==> src/rtl/tail_lamp_pkg.sv <==
// Shared encodings for the tail-lamp indicator bus monitor: modes, lamp patterns,
// FSM states and the expected-step tables of each sweep.
package tail_lamp_pkg;

  localparam logic [1:0] MODE_NONE  = 2'b00;
  localparam logic [1:0] MODE_LEFT  = 2'b01;
  localparam logic [1:0] MODE_RIGHT = 2'b10;
  localparam logic [1:0] MODE_HAZ   = 2'b11;

  localparam logic [2:0] LAMP_OFF = 3'b000;
  localparam logic [2:0] LAMP_1   = 3'b001;
  localparam logic [2:0] LAMP_2   = 3'b011;
  localparam logic [2:0] LAMP_3   = 3'b111;

  localparam logic [2:0] PERIOD_SIDE = 3'd4;
  localparam logic [2:0] PERIOD_HAZ  = 3'd6;

  typedef enum logic [1:0] {
    ST_IDLE  = 2'd0,
    ST_LEFT  = 2'd1,
    ST_RIGHT = 2'd2,
    ST_HAZ   = 2'd3
  } state_t;

  function automatic logic [2:0] exp_left(input logic [2:0] phase);
    case (phase)
      3'd1:    exp_left = LAMP_1;
      3'd2:    exp_left = LAMP_2;
      3'd3:    exp_left = LAMP_3;
      default: exp_left = LAMP_OFF;
    endcase
  endfunction

  // Hazard sweeps up then back down; the descending 001 is step 5, not a restart.
  function automatic logic [2:0] exp_haz(input logic [2:0] phase);
    case (phase)
      3'd1:    exp_haz = LAMP_1;
      3'd2:    exp_haz = LAMP_2;
      3'd3:    exp_haz = LAMP_3;
      3'd4:    exp_haz = LAMP_2;
      3'd5:    exp_haz = LAMP_1;
      default: exp_haz = LAMP_OFF;
    endcase
  endfunction

  function automatic logic [1:0] lamp_level(input logic [2:0] lamp);
    case (lamp)
      LAMP_1:  lamp_level = 2'd1;
      LAMP_2:  lamp_level = 2'd2;
      LAMP_3:  lamp_level = 2'd3;
      default: lamp_level = 2'd0;
    endcase
  endfunction

  function automatic logic [2:0] next_phase(input logic [2:0] phase, input logic [2:0] period);
    next_phase = (phase == period - 3'd1) ? 3'd0 : phase + 3'd1;
  endfunction

endpackage

==> src/rtl/tail_lamp_pattern_classify.sv <==
// Combinational classification of one left/right lamp sample.
module tail_lamp_pattern_classify
  import tail_lamp_pkg::*;
(
  input  logic [2:0] i_left,
  input  logic [2:0] i_right,
  output logic       o_legal,
  output logic       o_is_dark,
  output logic       o_is_lstart,
  output logic       o_is_rstart,
  output logic       o_is_hstart,
  output logic [1:0] o_left_level,
  output logic [1:0] o_right_level
);

  logic w_left_ok;
  logic w_right_ok;

  always_comb begin
    w_left_ok     = i_left inside {LAMP_OFF, LAMP_1, LAMP_2, LAMP_3};
    w_right_ok    = i_right inside {LAMP_OFF, LAMP_1, LAMP_2, LAMP_3};
    o_legal       = w_left_ok && w_right_ok &&
                    ((i_left == LAMP_OFF) || (i_right == LAMP_OFF) || (i_left == i_right));
    o_is_dark     = (i_left == LAMP_OFF) && (i_right == LAMP_OFF);
    o_is_lstart   = (i_left == LAMP_1) && (i_right == LAMP_OFF);
    o_is_rstart   = (i_left == LAMP_OFF) && (i_right == LAMP_1);
    o_is_hstart   = (i_left == LAMP_1) && (i_right == LAMP_1);
    o_left_level  = lamp_level(i_left);
    o_right_level = lamp_level(i_right);
  end

endmodule

==> src/rtl/tail_lamp_monitor.sv <==
// Tail-lamp bus monitor: locks onto left/right/hazard sweeps, confirms the mode after
// CONFIRM_CYCLES complete sweeps and flags illegal or out-of-order samples.
module tail_lamp_monitor
  import tail_lamp_pkg::*;
#(
  parameter int CONFIRM_CYCLES = 1,
  parameter int CNT_W          = 8
) (
  input  logic             clk,
  input  logic             rst,
  input  logic             i_sample_en,
  input  logic [2:0]       i_left_lamp,
  input  logic [2:0]       i_right_lamp,
  output logic [1:0]       o_mode,
  output logic             o_mode_valid,
  output logic [2:0]       o_phase,
  output logic             o_cycle_done,
  output logic             o_seq_error,
  output logic [CNT_W-1:0] o_cycle_count
);

  localparam logic [2:0] CONF = 3'(CONFIRM_CYCLES);

  state_t           r_state, w_state_nxt;
  logic [2:0]       r_phase, w_phase_nxt, w_phase_adv, w_period;
  logic [2:0]       r_confirm, w_confirm_nxt, w_conf_inc;
  logic [1:0]       r_mode, w_mode_nxt;
  logic             r_mode_valid, w_valid_nxt;
  logic             r_cycle_done, w_cd_nxt;
  logic             r_seq_error, w_err_nxt;
  logic [CNT_W-1:0] r_cycle_count, w_count_nxt;

  logic       w_legal, w_is_dark, w_is_lstart, w_is_rstart, w_is_hstart;
  logic [1:0] w_left_level, w_right_level, w_exp_l, w_exp_r;
  logic       w_match, w_start, w_advance, w_clear, w_err;

  function automatic logic [1:0] mode_of(input state_t s);
    case (s)
      ST_LEFT:  mode_of = MODE_LEFT;
      ST_RIGHT: mode_of = MODE_RIGHT;
      ST_HAZ:   mode_of = MODE_HAZ;
      default:  mode_of = MODE_NONE;
    endcase
  endfunction

  tail_lamp_pattern_classify u_classify (
    .i_left        (i_left_lamp),
    .i_right       (i_right_lamp),
    .o_legal       (w_legal),
    .o_is_dark     (w_is_dark),
    .o_is_lstart   (w_is_lstart),
    .o_is_rstart   (w_is_rstart),
    .o_is_hstart   (w_is_hstart),
    .o_left_level  (w_left_level),
    .o_right_level (w_right_level)
  );

  always_ff @(posedge clk) begin
    if (rst) begin
      r_state       <= ST_IDLE;
      r_phase       <= 3'd0;
      r_confirm     <= 3'd0;
      r_mode        <= MODE_NONE;
      r_mode_valid  <= 1'b0;
      r_cycle_done  <= 1'b0;
      r_seq_error   <= 1'b0;
      r_cycle_count <= '0;
    end else begin
      r_state       <= w_state_nxt;
      r_phase       <= w_phase_nxt;
      r_confirm     <= w_confirm_nxt;
      r_mode        <= w_mode_nxt;
      r_mode_valid  <= w_valid_nxt;
      r_cycle_done  <= w_cd_nxt;
      r_seq_error   <= w_err_nxt;
      r_cycle_count <= w_count_nxt;
    end
  end

  // Compare the sample against the step that should follow the current phase.
  always_comb begin
    w_state_nxt = r_state;
    w_start     = 1'b0;
    w_advance   = 1'b0;
    w_clear     = 1'b0;
    w_err       = 1'b0;
    w_period    = (r_state == ST_HAZ) ? PERIOD_HAZ : PERIOD_SIDE;
    w_phase_adv = next_phase(r_phase, w_period);
    w_exp_l     = 2'd0;
    w_exp_r     = 2'd0;
    case (r_state)
      ST_LEFT:  w_exp_l = lamp_level(exp_left(w_phase_adv));
      ST_RIGHT: w_exp_r = lamp_level(exp_left(w_phase_adv));
      ST_HAZ: begin
        w_exp_l = lamp_level(exp_haz(w_phase_adv));
        w_exp_r = w_exp_l;
      end
      default: ;
    endcase
    w_match = w_legal && (w_left_level == w_exp_l) && (w_right_level == w_exp_r);

    if (i_sample_en) begin
      if (r_state == ST_IDLE) begin
        if (!w_legal) begin
          w_err = 1'b1;
        end else if (w_is_lstart) begin
          w_state_nxt = ST_LEFT;
          w_start     = 1'b1;
        end else if (w_is_rstart) begin
          w_state_nxt = ST_RIGHT;
          w_start     = 1'b1;
        end else if (w_is_hstart) begin
          w_state_nxt = ST_HAZ;
          w_start     = 1'b1;
        end
      end else if (w_match) begin
        w_advance = 1'b1;
      end else begin
        // An unexpected dark is a clean stop; anything else is a violation.
        w_state_nxt = ST_IDLE;
        w_clear     = 1'b1;
        w_err       = !w_is_dark;
      end
    end
  end

  always_comb begin
    w_phase_nxt   = r_phase;
    w_confirm_nxt = r_confirm;
    w_mode_nxt    = r_mode;
    w_valid_nxt   = r_mode_valid;
    w_count_nxt   = r_cycle_count;
    w_cd_nxt      = 1'b0;
    w_err_nxt     = w_err;
    w_conf_inc    = (r_confirm == 3'd7) ? r_confirm : r_confirm + 3'd1;
    if (w_clear) begin
      w_phase_nxt   = 3'd0;
      w_confirm_nxt = 3'd0;
      w_mode_nxt    = MODE_NONE;
      w_valid_nxt   = 1'b0;
      w_count_nxt   = '0;
    end else if (w_start) begin
      w_phase_nxt   = 3'd1;
      w_confirm_nxt = 3'd0;
      if (CONF == 3'd0) begin
        w_valid_nxt = 1'b1;
        w_mode_nxt  = mode_of(w_state_nxt);
      end
    end else if (w_advance) begin
      w_phase_nxt = w_phase_adv;
      if (w_phase_adv == 3'd0) begin
        w_confirm_nxt = w_conf_inc;
        if (r_mode_valid || (w_conf_inc == CONF)) begin
          w_valid_nxt = 1'b1;
          w_mode_nxt  = mode_of(r_state);
          w_cd_nxt    = 1'b1;
          w_count_nxt = (&r_cycle_count) ? r_cycle_count : r_cycle_count + 1'b1;
        end
      end
    end
  end

  assign o_mode        = r_mode;
  assign o_mode_valid  = r_mode_valid;
  assign o_phase       = r_phase;
  assign o_cycle_done  = r_cycle_done;
  assign o_seq_error   = r_seq_error;
  assign o_cycle_count = r_cycle_count;

endmodule

==> config.mk <==
export PLATFORM = sky130hd
export DESIGN_NAME = tail_lamp_monitor
export DESIGN_NICKNAME = d
export VERILOG_FILES = /design/src/rtl/tail_lamp_pkg.sv /design/src/rtl/tail_lamp_pattern_classify.sv /design/src/rtl/tail_lamp_monitor.sv
export SDC_FILE = /design/constraint.sdc
export NUM_CORES = 1
export LEC_CHECK = 0
export ABC_AREA = 1
export CAP_MARGIN = 20
export CORE_MARGIN = 1
export CORE_UTILIZATION = 40
export DETAILED_ROUTE_END_ITERATION = 10
export GPL_TIMING_DRIVEN = 0
export PLACE_DENSITY_LB_ADDON = 0.12
export SYNTH_ARGS = -nofsm -noshare
export SYNTH_HDL_FRONTEND = slang
export SYNTH_SLANG_ARGS = --single-unit
==> constraint.sdc <==
create_clock -name clk -period 3.25 [get_ports clk]
set_clock_uncertainty 0.15 [all_clocks]
set_input_delay 0.4875 -clock clk [delete_from_list [all_inputs] [get_ports clk]]
set_output_delay 0.4875 -clock clk [all_outputs]
set_load 0.03 [all_outputs]
[After elaboration in Yosys (flattened, before gate mapping)]
Cells that the tools add are included.
Storage, ports and cells
  register bits: 21
  input port bits: 9
  output and inout bits: 16
  logic and storage cells: 120
Cells by class
  add/sub/neg operators: 4
  equal/unequal tests: 32
  muxes and demuxes: 40
  bitwise operators: 5
  reductions and logical operators: 30
Operators by type and width (number)
  $pmux W2 S3: 6
  $eq A3 B3 Y1 const B: 8
  $eq A3 B1 Y1 const B: 7
  $eq A3 B2 Y1 const B: 7
  $mux W1: 18
  $pmux W3 S3: 2
  $mux W3: 5
  $mux W2: 7
  $logic_not A3 Y1: 3
  $add A8 B1 Y8 const B: 1
  $logic_and A1 B1 Y1: 8
  $pmux W2 S2: 2
  $reduce_and A4 Y1: 2
  $reduce_and A8 Y1: 1
  $reduce_bool A4 Y1: 2
  $reduce_or A2 Y1: 4
  $add A3 B1 Y3 const B: 2
  $eq A3 B3 Y1: 2
  $not A1 Y1: 5
  $reduce_and A5 Y1: 1
  $reduce_or A5 Y1: 1
  $eq A2 B2 Y1: 2
  $eq A2 B2 Y1 const B: 2
  $ne A4 B1 Y1 const B: 1
  other kinds (10): 12

[Depth between registers and ports, before layout]
Gate-level depths: netlist of run 1.
  word-level depth: 20
  gate-level depth with buffers: 17

[Hierarchy]
Synthesis of run 1 repeated with hierarchy kept, for this count alone.
Unflattened totals
  cell total of the unflattened synthesis: 246
  area total of the unflattened synthesis: 1601.5 µm²
Modules (own cells, without submodules)
  tail_lamp_monitor: times used 1, cells an instance 213, area each 1441.4 µm², sequential area each 420.4 µm²
  tail_lamp_pattern_classify: times used 1, cells an instance 33, area each 160.2 µm², sequential area each 0.0 µm²

[Worst setup path after synthesis of run 1]
No wires, ideal clock.
  path kind: register to register
  start: register r_phase[0], in the netlist o_phase[0]
  end: register (tool-made name)
  data arrival time: 2.283 ns
  slack: 0.693 ns
  stages on the path, launching flop included: 15
  path buffers: 0
  period minus slack after synthesis: 2.557 ns
  cells stage by stage: dfxtp_1 inv_1 ha_1 inv_1 nand4_1 nand3_2 nand2_2 nand3_1 nand3_1 nor2_4 nand3_1 nor2_4 nand2_1 o21ai_1 a21oi_1
RTL lines
  from (decl): RTL line tail_lamp_monitor.sv:25  | logic [2:0] r_phase, w_phase_nxt, w_phase_adv, w_period;
  from (signal assigned): RTL line tail_lamp_monitor.sv:70  | r_phase <= w_phase_nxt;

==> results of run 1 <==
[area by class of cell]
type	instances	area, sq um	share of cell area, %
Buffer	3	20.0	1.09
Inverter	31	118	6.39
Clock inverter	1	5.00	0.272
Clock buffer	3	41.3	2.24
Tap cell	46	57.6	3.12
Sequential cell	21	420	22.8
Multi-Input combinational cell	166	940	51.0
Timing Repair Buffer	24	240	13.0
[final timing paths]
path,startpoint,endpoint,cells past startpoint
setup / recovery,i_left_lamp[1],flop,12
hold / removal,o_mode[1],o_mode[1],2
setup reg to reg,o_phase[0],flop,15
hold reg to reg,o_mode[1],o_mode[1],2
[power by group through the flow]
stage	Clock (uW)	Combinational [uW]	Sequential (uW)
after floorplan	0	65.8	277
after global placement	0	98.4	276
after detailed placement	0	98.7	276
after CTS	180	98.9	270
after global routing	195	110	270
final	172	98.3	269
[cell families (layout without fill, tap and decap cells)]
| group | Yosys count | after routing | share of synthesized area (%) |
|---|---|---|---|
| DFF | 21 | 21 | 28.1 |
| xor gates and xnor gates | 11 | 11 | 6.43 |
| buffers and inverters | 34 | 62 | 9.19 |
| and+or+nand+nor | 119 | 119 | 40.3 |
| adders and majority gates | 6 | 6 | 5.01 |
| AOI/OAI and AO/OA | 30 | 30 | 11.0 |
[worst min-delay path, delay by kind of cell, from the launching register on]
family          cells  cell delay (ns)
compound gates      1             0.05
flops               1             0.32
simple gates        1             0.06
[cells in the final DEF, fill, tap and decap left out, drive strengths merged]
master         synthesis  final
xnor2                  7      7
xor2                   4      4
o211ai                 1      1
ha                     6      6
o21ai                  5      5
clkinv                 1      2
nor2                  23     23
nand4                 15     15
nand2                 57     57
clkbuf                 1      4
nand3                 22     22
o22ai                  2      2
dfxtp                 21     21
or2                    1      1
nor3                   1      1
a21oi                 19     19
clkdlybuf4s50          0     24
a31oi                  3      3
inv                   30     30
buf                    2      2
[registers in the layout (all words and copies together) (netlist names), named ones only]
name	flops
o_cycle_count	8
o_phase	3
o_mode	2
r_confirm	2
r_state	2
o_cycle_done	1
o_mode_valid	1
o_seq_error	1
[per-stage QoR]
step / area, sq um / cells / utilization, % / hold WS, ns / power (uW)
after floorplan: 1500 / 221 / - / 0.309 / 343
after CTS: 1840 / 295 / 53.1 / 0.326 / 549
after detailed placement: 1800 / 291 / 51.8 / 0.315 / 375
after global routing: 1840 / 295 / 53.1 / 0.363 / 576
after global placement: 1800 / 291 / 51.8 / 0.313 / 374
final: 1840 / 295 / 53.1 / 0.323 / 540
[per-layer routing]
layer,wire length (um),GRT usage (%),up-vias
met2,1400,26.9,18
met3,93,3.99,2
met4,13,3.41,0
met5,0,0,-
li1,-,-,786
met1,1610,23.3,622
==> results.toml, run 1 <==
[outcome]
status = "finished, final reports clean"

[die]
pin_count = 25
start_util_pct = 43.2
die-area_sq_mm = 0.00399
core_area_sq_mm = 0.00347
die_w_um = 63.2
die_h_um = 63.2
core.rowCount = 21

[sta]
slew-limit-headroom_pct = 65.9
setup_slack_ns = 0.487
report.final.slew_viol_count = 0
fmax_mhz = 362
finalHoldViolCount = 0
rsz0062_at_grt = "no"
tightest_slew_ns = 0.510
fin_crit_sh_pct = 85.0
min_period_ns = 2.76
finalSetupTns_ns = 0
finalSetupViolCount = 0

[synth]
synth_cells = 221
synth_most_common_cell = "nand2_1"
synth.avg_cell_area_sq_um = 6.78
netlist_top_cells_area = "dfxtp_1 28%, nand2_1 13%, inv_1 7.3%"
synth_top_area_share_pct = 28.1
yosysUniqueCellTypes = 30
syn_area_sq_mm = 0.00150
syn_nets = 236
yosys-top-cells-count = "51 x nand2_1, 29 x inv_1, 21 x dfxtp_1"
synth_edf_count = 0
ys_ff_latch = 21
ys_warn_count = 0
synth_ff_type = "dfxtp_1"
async_flop_share_pct = 0
yosysSeqAreaShare_pct = 28.1
yosysTopAreaCell = "dfxtp_1"

[pwr]
switching_share_pct = 28.7
p_int_uw = 385
pwr-share-seq_pct = 49.9
comb_power_share_pct = 18.2
pwr_density_cell_mw_per_mm2 = 293
power.leakage_uw = 0.000745
vdd_ir_drop_max_uv = 237
p_clk_share_pct = 31.9
power_switching_uw = 155

[setup_path]
cp_num_buf_inv = 2
cpPeakStageDelay_ns = 0.45
cp.required_ns = 3.25
reg2reg_slack_ns = 0.58
path_delay_family = "simple AND/OR/NAND/NOR gates"
worst_setup_path_end_kind = "flop"
crit_chain = "clkdlybuf4s50_1 -> nor2_1 -> inv_1 -> or2_2 -> a31oi_1 -> nand3_1 -> nor2_4 -> nand3_1 -> nor2_4 -> nand2_1 -> o21ai_1 -> a21oi_1"
cp_max_fo = 8
arrival_ns = 2.76
critPathLaunchType = "input pin"
cpMaxStageDelayCell = "clkdlybuf4s50_1"
worst-setup-path-type = "input pin to flop"

[clock_network]
cts-htree-levels = 1
cts_tree = "done"
postCtsHoldBufs = 0
cts.root.buffer_cell = "clkbuf_8"
postCtsSetupRepairBufs = 0
clock_latency_ns = 0.26
cts_buffer_depth = 2
cts_buffers = 3
clock_sinks = 21
cts_resized = 0
path_clk_slew_ns = 0.08

[global_routing]
track_usage_pct = 17.0
antenna_found_initial = 0
grt_start_max_net_pins = 13
grt_pass1_wl_um = 5500
grt_pass1_vias = 1300
grt_overflow_total = 0

[drt]
drc_errors = 0
drt_first_pass_iters = 4
drt_iter0_drc = 68
routed_wl_um = 3110
post_drt_via_cell_ratio = 4.84
drt.antenna.violating_nets = 0
via_count = 1428
post_drt_wl_per_cell_um = 10.6

[final_layout]
post_route_cells_drive_above_1_share_pct = 10.0
fin_nets = 265
syn_to_final_growth_pct = 23.0
antenna_cells = 0
fillers = 355

[placed_design]
post-place-ws_ns = 0.204
numPortBuffers = 24
globalplace.congestion = 0.770
hpwl_um = 2410

[hold_path]
hold_class = "flop to flop"

[flow_run]
drv_cap = 0
Note: power is estimated with default switching activity, not from simulation.
==> run 2, diff against run 1 <==
Settings changed: ABC_CLOCK_PERIOD_IN_PS from default to 3250.
==> results of run 2 <==
Final layout, timing and power as in run 1 (identical DEF).
